<file path="config.mk">
export PLATFORM = sky130hd
export DESIGN_NAME = cpu_run_ctrl
export DESIGN_NICKNAME = d
export VERILOG_FILES = /design/src/rtl/cpu_run_pkg.sv /design/src/rtl/cpu_run_ctrl_sat_counter.sv /design/src/rtl/cpu_run_ctrl.sv
export SDC_FILE = /design/constraint.sdc
export NUM_CORES = 1
export LEC_CHECK = 0
export CAP_MARGIN = 30
export CELL_PAD_IN_SITES_DETAIL_PLACEMENT = 1
export CELL_PAD_IN_SITES_GLOBAL_PLACEMENT = 1
export CORE_MARGIN = 8
export CORE_UTILIZATION = 48
export DETAILED_ROUTE_END_ITERATION = 8
export DONT_BUFFER_PORTS = 1
export PLACE_DENSITY_LB_ADDON = 0.1
export SLEW_MARGIN = 15
export SYNTH_ARGS = -nofsm -noshare
export SYNTH_HDL_FRONTEND = slang
export SYNTH_SLANG_ARGS = --single-unit
export TNS_END_PERCENT = 20
</file>
<file path="constraint.sdc">
create_clock -name clk -period 2.8 [get_ports clk]
set_input_delay 0.28 -clock clk [delete_from_list [all_inputs] [get_ports clk]]
set_output_delay 0.28 -clock clk [all_outputs]
set_load 0.005 [all_outputs]
</file>
<file path="src/rtl/cpu_run_pkg.sv">
// cpu_run_pkg: shared state encoding and default parameters for the run controller
package cpu_run_pkg;
  localparam int STATE_W = 3;
  typedef enum logic [STATE_W-1:0] {
    IDLE = 3'd0,
    RST1 = 3'd1,
    RST2 = 3'd2,
    RUN  = 3'd3,
    DONE = 3'd4
  } state_e;
  localparam int RST1_CYCLES_DEF = 1;
  localparam int RST2_CYCLES_DEF = 1;
  localparam int MAX_CYCLES_DEF  = 200;
  localparam int HALT_HOLD_DEF   = 4;
  localparam int CNT_W_DEF       = 32;
  localparam int WDOG_CYCLES_DEF = 32;
endpackage

</file>
<file path="src/rtl/cpu_run_ctrl_sat_counter.sv">
// sat_counter: W-bit up counter; clr beats en, holds at all-ones instead of wrapping
//   clk, rst : clock, sync active-high reset
//   clr, en  : synchronous clear, count enable
//   cnt_o    : registered count
module sat_counter #(
  parameter int W = 8
) (
  input  logic         clk,
  input  logic         rst,
  input  logic         clr,
  input  logic         en,
  output logic [W-1:0] cnt_o
);
  logic [W-1:0] cnt_q, cnt_d;
  always_comb cnt_d = clr ? '0 : (en && cnt_q != '1) ? cnt_q + 1'b1 : cnt_q;
  always_ff @(posedge clk) begin
    if (rst) cnt_q <= '0;
    else cnt_q <= cnt_d;
  end
  assign cnt_o = cnt_q;
endmodule

</file>
<file path="src/rtl/cpu_run_ctrl.sv">
// cpu_run_ctrl: sequences core rst/reset, runs the core, ends on sustained halt or cycle budget
//   start_i/abort_i : begin a run / return to IDLE from anywhere
//   halt_i/retire_i : core halt indication / one instruction retired
//   core_rst_o/core_reset_o : core reset drives; run_o/done_o/timeout_o : status
//   cycle_cnt_o/retire_cnt_o : RUN cycles and retired instructions
//   CPU_RUN_WATCHDOG_EN adds WDOG_CYCLES and wdog_o (no-retire watchdog exit)
module cpu_run_ctrl
  import cpu_run_pkg::*;
#(
  parameter int RST1_CYCLES = RST1_CYCLES_DEF,
  parameter int RST2_CYCLES = RST2_CYCLES_DEF,
  parameter int MAX_CYCLES  = MAX_CYCLES_DEF,
  parameter int HALT_HOLD   = HALT_HOLD_DEF,
`ifdef CPU_RUN_WATCHDOG_EN
  parameter int WDOG_CYCLES = WDOG_CYCLES_DEF,
`endif
  parameter int CNT_W       = CNT_W_DEF
) (
  input  logic             clk,
  input  logic             rst,
  input  logic             start_i,
  input  logic             abort_i,
  input  logic             halt_i,
  input  logic             retire_i,
  output logic             core_rst_o,
  output logic             core_reset_o,
  output logic             run_o,
  output logic             done_o,
  output logic             timeout_o,
`ifdef CPU_RUN_WATCHDOG_EN
  output logic             wdog_o,
`endif
  output logic [CNT_W-1:0] cycle_cnt_o,
  output logic [CNT_W-1:0] retire_cnt_o
);
  localparam int PMAX = RST1_CYCLES > RST2_CYCLES ? RST1_CYCLES : RST2_CYCLES;
  localparam int PW   = $clog2(PMAX + 1);
  localparam int HW   = $clog2(HALT_HOLD + 1);
  state_e state_q, state_d;
  logic [PW-1:0] phase;
  logic [HW-1:0] streak;
  logic core_rst_q, core_rst_d, core_reset_q, core_reset_d;
  logic run_q, run_d, done_q, done_d, timeout_q, timeout_d;
  logic in_run, halt_hit, bud_hit, wd_hit, clr_cnt, exit_run;
  assign in_run   = state_q == RUN;
  assign halt_hit = in_run && halt_i && streak == HW'(HALT_HOLD - 1);
  assign bud_hit  = in_run && cycle_cnt_o == CNT_W'(MAX_CYCLES - 1);
  // phase restarts on every state change, so it counts cycles spent in RST1/RST2
  sat_counter #(.W(PW)) u_phase (
    .clk(clk), .rst(rst), .clr(state_d != state_q), .en(1'b1), .cnt_o(phase)
  );
  sat_counter #(.W(HW)) u_streak (
    .clk(clk), .rst(rst), .clr(!(in_run && halt_i)), .en(1'b1), .cnt_o(streak)
  );
  sat_counter #(.W(CNT_W)) u_cycle (
    .clk(clk), .rst(rst), .clr(clr_cnt), .en(in_run), .cnt_o(cycle_cnt_o)
  );
  sat_counter #(.W(CNT_W)) u_retire (
    .clk(clk), .rst(rst), .clr(clr_cnt), .en(in_run && retire_i), .cnt_o(retire_cnt_o)
  );
`ifdef CPU_RUN_WATCHDOG_EN
  localparam int WW = $clog2(WDOG_CYCLES + 1);
  logic [WW-1:0] wd;
  logic wdog_q, wdog_d;
  sat_counter #(.W(WW)) u_wdog (
    .clk(clk), .rst(rst), .clr(!in_run || retire_i), .en(1'b1), .cnt_o(wd)
  );
  assign wd_hit = in_run && !retire_i && wd == WW'(WDOG_CYCLES - 1);
`else
  assign wd_hit = 1'b0;
`endif
  always_comb begin
    state_d = state_q;
    case (state_q)
      IDLE:    state_d = start_i ? RST1 : IDLE;
      RST1:    state_d = phase == PW'(RST1_CYCLES - 1) ? RST2 : RST1;
      RST2:    state_d = phase == PW'(RST2_CYCLES - 1) ? RUN : RST2;
      RUN:     state_d = (halt_hit || wd_hit || bud_hit) ? DONE : RUN;
      DONE:    state_d = start_i ? RST1 : DONE;
      default: state_d = IDLE;
    endcase
    if (abort_i) state_d = IDLE;
    clr_cnt      = state_d == IDLE || state_d == RST1;
    exit_run     = in_run && state_d == DONE;
    core_rst_d   = state_d == IDLE || state_d == RST1 || state_d == DONE;
    core_reset_d = state_d == RST2;
    run_d        = state_d == RUN;
    done_d       = state_d == DONE;
    // halt outranks every timeout source on the exit cycle
    timeout_d    = clr_cnt ? 1'b0 : exit_run ? !halt_hit : timeout_q;
`ifdef CPU_RUN_WATCHDOG_EN
    wdog_d       = clr_cnt ? 1'b0 : exit_run ? (wd_hit && !halt_hit) : wdog_q;
`endif
  end
  always_ff @(posedge clk) begin
    if (rst) begin
      state_q      <= IDLE;
      core_rst_q   <= 1'b1;
      core_reset_q <= 1'b0;
      run_q        <= 1'b0;
      done_q       <= 1'b0;
      timeout_q    <= 1'b0;
    end else begin
      state_q      <= state_d;
      core_rst_q   <= core_rst_d;
      core_reset_q <= core_reset_d;
      run_q        <= run_d;
      done_q       <= done_d;
      timeout_q    <= timeout_d;
    end
  end
`ifdef CPU_RUN_WATCHDOG_EN
  always_ff @(posedge clk) begin
    if (rst) wdog_q <= 1'b0;
    else wdog_q <= wdog_d;
  end
  assign wdog_o = wdog_q;
`endif
  assign core_rst_o   = core_rst_q;
  assign core_reset_o = core_reset_q;
  assign run_o        = run_q;
  assign done_o       = done_q;
  assign timeout_o    = timeout_q;
endmodule

</file>
# Word level (Yosys, flattened, before mapping)
# Index checks and enable logic that the tools add are counted.
[classes]
n_addsub = 4
n_eq_ne = 14
mux = 8
bitwise_logic = 1
reduce_logical = 16
[op_table]
columns = ["operator", "n"]
rows = [
  ["adder 32 x 1 -> 32 bit, second input constant", 2],
  ["inequality test 32 bit, second input constant", 2],
  ["== test 32 x 8 -> 1 bit, second input constant", 1],
  ["== test 3 x 2 -> 1 bit, second input constant", 5],
  ["case mux 3 bit (5 select lines)", 1],
  ["two-way mux 3 bit", 3],
  ["logical AND 1 bit", 7],
  ["== test 3 x 1 -> 1 bit, second input constant", 2],
  ["== test 3 bit, second input constant", 2],
  ["zero test 3 bit", 2],
  ["OR reduction 2 bit", 3],
  ["adder 3 x 1 -> 3 bit, second input constant", 1],
  ["logical OR 1 bit", 3],
  ["two-way mux 1 bit", 3],
  ["inequality test 3 bit", 1],
  ["inequality test 3 bit, second input constant", 1],
  ["two-way mux 2 bit", 1],
  ["adder 1 bit, second input constant", 1],
  ["zero test 1 bit", 1],
  ["inverter 1 bit", 1],
]
[totals]
regBits = 76
inputBits = 6
out_inout_bits = 69

# Depth between registers and ports, before layout
[logic_depth]
word_depth = 10
mapped_depth = 9

# Cells and area by module
# From an unflattened synthesis, not the netlist that was laid out.
[unflattened]
cells_unflattened = 480
area_unflattened_um2 = 3955.0
[modules_own_cells]
columns = ["module", "n_inst", "cells_per_inst", "area_each_um2"]
rows = [
  ["sat_counter (u_cycle ...)", 2, 198, 1620.3],
  ["cpu_run_ctrl", 1, 69, 538.0],
  ["sat_counter (u_streak)", 1, 12, 142.6],
  ["sat_counter (u_phase)", 1, 3, 33.8],
]

# Worst setup path before layout
# Ideal clock, no wire load.
[synth_path]
path_type = "reg-to-reg"
from = "register u_cycle.cnt_q[0] (netlist: u_cycle.cnt_o[0])"
to = "register u_retire.cnt_q[30] (netlist: u_retire.cnt_o[30])"
t_arrival_ns = 1.973
slack_ns = 0.688
path_stages_with_launch = 10
n_path_buf = 3
period_less_slack_ns = 2.112
path_cell_list = "dfxtp_1 ha_1 buf_2 nor4b_1 and4_1 and3_2 o31ai_4 buf_2 buf_4 a22oi_1"
[synth_between]
elab_chain_len = 9
[synth_rtl]
columns = ["item", "line", "source"]
rows = [
  ["start: declaration", "cpu_run_ctrl_sat_counter.sv:14", "logic [W-1:0] cnt_q, cnt_d;"],
  ["start signal: assignment", "cpu_run_ctrl_sat_counter.sv:18", "else cnt_q <= cnt_d;"],
  ["== test 32 x 8 -> 1 bit *", "cpu_run_ctrl.sv:47", "assign bud_hit = in_run && cycle_cnt_o == CNT_W'(MAX_CYCLES - 1);"],
  ["logical AND 1 bit *", "cpu_run_ctrl.sv:47", ""],
  ["logical OR 1 bit *", "cpu_run_ctrl.sv:78", "RUN: state_d = (halt_hit || wd_hit || bud_hit) ? DONE : RUN;"],
  ["two-way mux 3 bit *", "cpu_run_ctrl.sv:78", ""],
  ["case mux 3 bit (5 select lines) *", "cpu_run_ctrl.sv:74", "case (state_q)"],
  ["two-way mux 3 bit *", "cpu_run_ctrl.sv:82", "if (abort_i) state_d = IDLE;"],
  ["== test 3 x 1 -> 1 bit / zero test 3 bit (equally long branches)", "cpu_run_ctrl.sv:83", "clr_cnt = state_d == IDLE || state_d == RST1;"],
  ["logical OR 1 bit *", "cpu_run_ctrl.sv:83", ""],
  ["OR reduction 2 bit (no line) *", "n/a", ""],
  ["end signal: assignment", "cpu_run_ctrl_sat_counter.sv:18", ""],
  ["end: declaration", "cpu_run_ctrl_sat_counter.sv:14", ""],
]
# Mark *: on every way between the ends. The rest lies on a longest branch, timed or not.
# A chain may end at the register's enable or synchronous reset.

# Worst setup path in the final report
[layout_path]
from = "register u_cycle.cnt_q[0] (netlist: u_cycle.cnt_o[0])"
to = "register state_q[0]"
[layout_between]
elab_chain_len = 6
[layout_rtl]
columns = ["item", "line", "source"]
rows = [
  ["== test 32 x 8 -> 1 bit", "cpu_run_ctrl.sv:47", ""],
  ["logical AND 1 bit", "cpu_run_ctrl.sv:47", ""],
  ["logical OR 1 bit", "cpu_run_ctrl.sv:78", ""],
  ["two-way mux 3 bit", "cpu_run_ctrl.sv:78", ""],
  ["case mux 3 bit (5 select lines)", "cpu_run_ctrl.sv:74", ""],
  ["two-way mux 3 bit", "cpu_run_ctrl.sv:82", ""],
  ["end signal: assignment", "cpu_run_ctrl.sv:104", "state_q <= state_d;"],
  ["end: declaration", "cpu_run_ctrl.sv:39", "state_e state_q, state_d;"],
]
# Every way passes these cells.

==> out/results.tsv <==
stage	metric	value	unit
floorplanning	Row Count	34	
synthesis	Avg Synthesized Cell Area	8.81	µm²
finish	commonest non-fill, non-tap cell in the layout	dfxtp_1	
worst_setup_path	Crit Path Category	flip-flop to flip-flop	
synthesis	Cell Area, Synth	4210	µm²
timing	Sum Neg Setup Slack	0	ps
timing	RSZ-0062 raised after global routing	no	
worst_setup_path	CP max FO	8	
grt	pin count of the biggest net entering global routing	50	
worst_setup_path	worst path cell trace	ha_1, nor4b_1, and4_1, and3_2, o21a_1, nor3_1, dlygate4sd3_1	
detailed_routing	drt drc	0	
timing	crit path time final	2440	ps
pwr	Clock Power Share	0.437	
synthesis	dominant synthesized flop cell	dfxtp_1	
timing	Slew Limit Fails	0	
worst_setup_path	reg2reg end	state_q[0]$_SDFF_PP0_	
pwr	Pleak	1.30	nW
timing	final setup vio count	0	
detailed_routing	WL/cell	20.5	µm
worst_setup_path	RR Startpoint	u_cycle.cnt_o[0]$_SDFFE_PP0P_	
worst_setup_path	crit path capture	state_q[0]$_SDFF_PP0_	
synthesis	sequential area share after synthesis	0.361	
synthesis	Mapped Cells	478	
cts	# clock sinks	76	
placed_design	input/output buffers	0	
worst_setup_path	reg2reg setup slack	360	ps
detailed_routing	DR iter-0 viols	199	
worst_setup_path	critical path buffer and inverter count	1	
worst_setup_path	CP startpoint	u_cycle.cnt_o[0]$_SDFFE_PP0P_	
worst_setup_path	Crit-path slowest cell	dlygate4sd3_1	
grt	Congestion Overflow GR	0	
detailed_routing	DRT Pass-1 Iters	4	
flow_run	MaxCap Viol Count	0	
cts	CTS Buf Count	9	
pwr	Cell Pwr Density	445	nW/µm²
worst_setup_path	arrival time at the worst endpoint	2680	ps
pwr	switching share of total power	0.227	
floorplanning	Starting Density	0.488	
worst_setup_path	worst reg-to-reg path cell count	7	
placed_design	Final HPWL DP	8.56	mm
worst_hold_path	hold crit path type	input pin to flip-flop	
synthesis	Cell variety after synth	63	
worst_setup_path	cell family with the largest share of critical-path delay	simple AND/OR/NAND/NOR gates	
timing	Max transition margin	0.585	
grt	first-pass GRT wire length	19.7	mm
cts	Worst-path clk slew	80	ps
cts	H-Tree Depth	3	
pwr	sw power	451	µW
grt	vias in the first global route	3855	
worst_setup_path	worst path required time	3040	ps
cts	clk_lat worst skew	360	ps
grt	initial antenna violation count	0	
finish	most frequent cells in the layout	dfxtp_1, a22oi_1, a21oi_1	
run_status	outcome	finished, final reports clean	
cts	Root Driver	clkbuf_8	
cts	clock tree buffer depth	2	
floorplanning	die height	110	µm
pwr	Int Pwr	1.54	mW
timing	Final Hold Vio Count	0	
pwr	Max VDD drop	0.205	mV
timing	Final Hold Slack	129	ps
floorplanning	Core ar.	8640	µm²
cts	# resized after CTS	0	
worst_setup_path	critical path startpoint category	flip-flop	
timing	final period utilization	0.870	
synthesis	ys async rst share	0	
timing	worst-margin pin slew	607	ps
synthesis	syn_nets	489	
finish	post-synthesis to final-layout area growth	6.06	%
finish	ant diodes	0	
synthesis	EDFF count, synth	0	
cts	CTS tree	built	
synthesis	Yosys reg bits	76	
floorplanning	num ports	75	
pwr	Flop pwr share	0.547	
detailed_routing	vias per cell	6.59	
worst_setup_path	cell count along the critical path	7	
pwr	Combinational Power Share	0.016	
detailed_routing	post-route ant nets	0	
detailed_routing	via count	3827	
worst_setup_path	Crit. End Element	flip-flop	
detailed_routing	DRT Wirelength	11.9	mm
finish	layout cells sized above 1	0.114	
timing	max frequency	410	MHz
floorplanning	Die Area	12000	µm²
grt	GR Util All Layers	0.204	
floorplanning	Die X-Extent	110	µm
timing	Worst Skew	11.6	ps
placed_design	gpl congestion	0.883	
finish	fin nets	479	
synthesis	Synth Warn #	0	
worst_setup_path	critical path's largest stage delay	540	ps
## final cells by class
class,count,area (µm²)
well taps,108,135
multi-input cells,357,2460
repair buffers,10,95.1
clock inverters,5,60.1
clock buffers,11,141
inverters,14,52.6
flip-flops and latches,76,1520
fillers,1051,4170
## power groups by stage
stage                     Combinational (mW)  Clock (mW)  Sequential, mW
after floorplan                       0.0244           0            1.11
after global placement                0.0272           0            1.11
after detailed placement              0.0285           0            1.11
after CTS                             0.0319       0.889            1.09
after global routing                  0.0347       0.934            1.09
final                                 0.0320       0.869            1.09
## cells in the mapped netlist (11+ instances only)
master | instances | share of area
nand3_1 | 19 | 0.023
or3_2 | 11 | 0.020
o21ai_0 | 27 | 0.032
xnor2_1 | 19 | 0.040
nand2_1 | 28 | 0.025
a21oi_1 | 31 | 0.037
or3_1 | 14 | 0.021
nand4_1 | 18 | 0.027
inv_1 | 14 | 0.012
buf_2 | 16 | 0.019
a22oi_1 | 36 | 0.064
or4_1 | 13 | 0.023
and4_1 | 18 | 0.037
dfxtp_1 | 76 | 0.36
nor2_1 | 12 | 0.011
o31ai_1 | 14 | 0.025
## through the flow
stage	setup slack [ps]	power [mW]	utilization	instance area [µm²]	std cells
finish	364	1.99	0.517	4470	581
global route	236	2.06	0.517	4470	581
CTS	383	2.01	0.517	4470	581
detailed placement	407	1.14	0.491	4240	562
global placement	469	1.14	0.491	4240	562
floorplan	688	1.13	-	4210	478
## cells by family (layout without fill, tap and decap cells)
group           Yosys count  count (layout)  share of synthesized area
simple gates            186             186                      0.283
compound gates          139             139                      0.228
flops                    76              76                      0.361
buf+inv                  45              40                     0.0561
xor+xnor                 24              24                     0.0499
fa+ha+maj                 5               5                     0.0149
mux                       3               3                    0.00713
## worst min path at each step
stage                                          end  slack [ps]  cells after the start     from
floorplan                    state_q[0]$_SDFF_PP0_         360                      1      rst
global placement             state_q[0]$_SDFF_PP0_         360                      1      rst
detailed placement           state_q[0]$_SDFF_PP0_         360                      1      rst
CTS                        core_reset_o$_SDFF_PP0_         110                      2  abort_i
global route        u_streak.cnt_o[0]$_SDFFE_PP0P_         120                      2   halt_i
finish              u_streak.cnt_o[0]$_SDFFE_PP0P_         130                      2   halt_i
## flip-flops by register name, summed over array words and instances (netlist names)
register and cells:
run_o 1, u_phase.cnt_o 1, done_o 1, u_retire.cnt_o 32, core_rst_o 1, u_streak.cnt_o 3
state_q 3, timeout_o 1, u_cycle.cnt_o 32, core_reset_o 1
## layer usage
layer / vias to the layer above / GRT usage / part of all wire
li1: 1835 / - / -
met1: 1914 / 0.227 / 0.41
met2: 67 / 0.361 / 0.51
met3: 11 / 0.0610 / 0.063
met4: 0 / 0.0685 / 0.012
met5: - / 0 / 0
## worst register-to-register path: stages (launching register included)
cell and delay (ps):
dfxtp_1 420, ha_1 360, nor4b_1 250, and4_1 290
and3_2 260, o21a_1 160, nor3_1 40, dlygate4sd3_1 540
## timing repair
| action | 4_1_cts | 5_1_grt |
|---|---|---|
| hold buffers | 3 | 0 |
| buffers inserted | 0 | 0 |
| hold endpoints to repair | 2 | 0 |
Power figures use the tool's default switching activity.
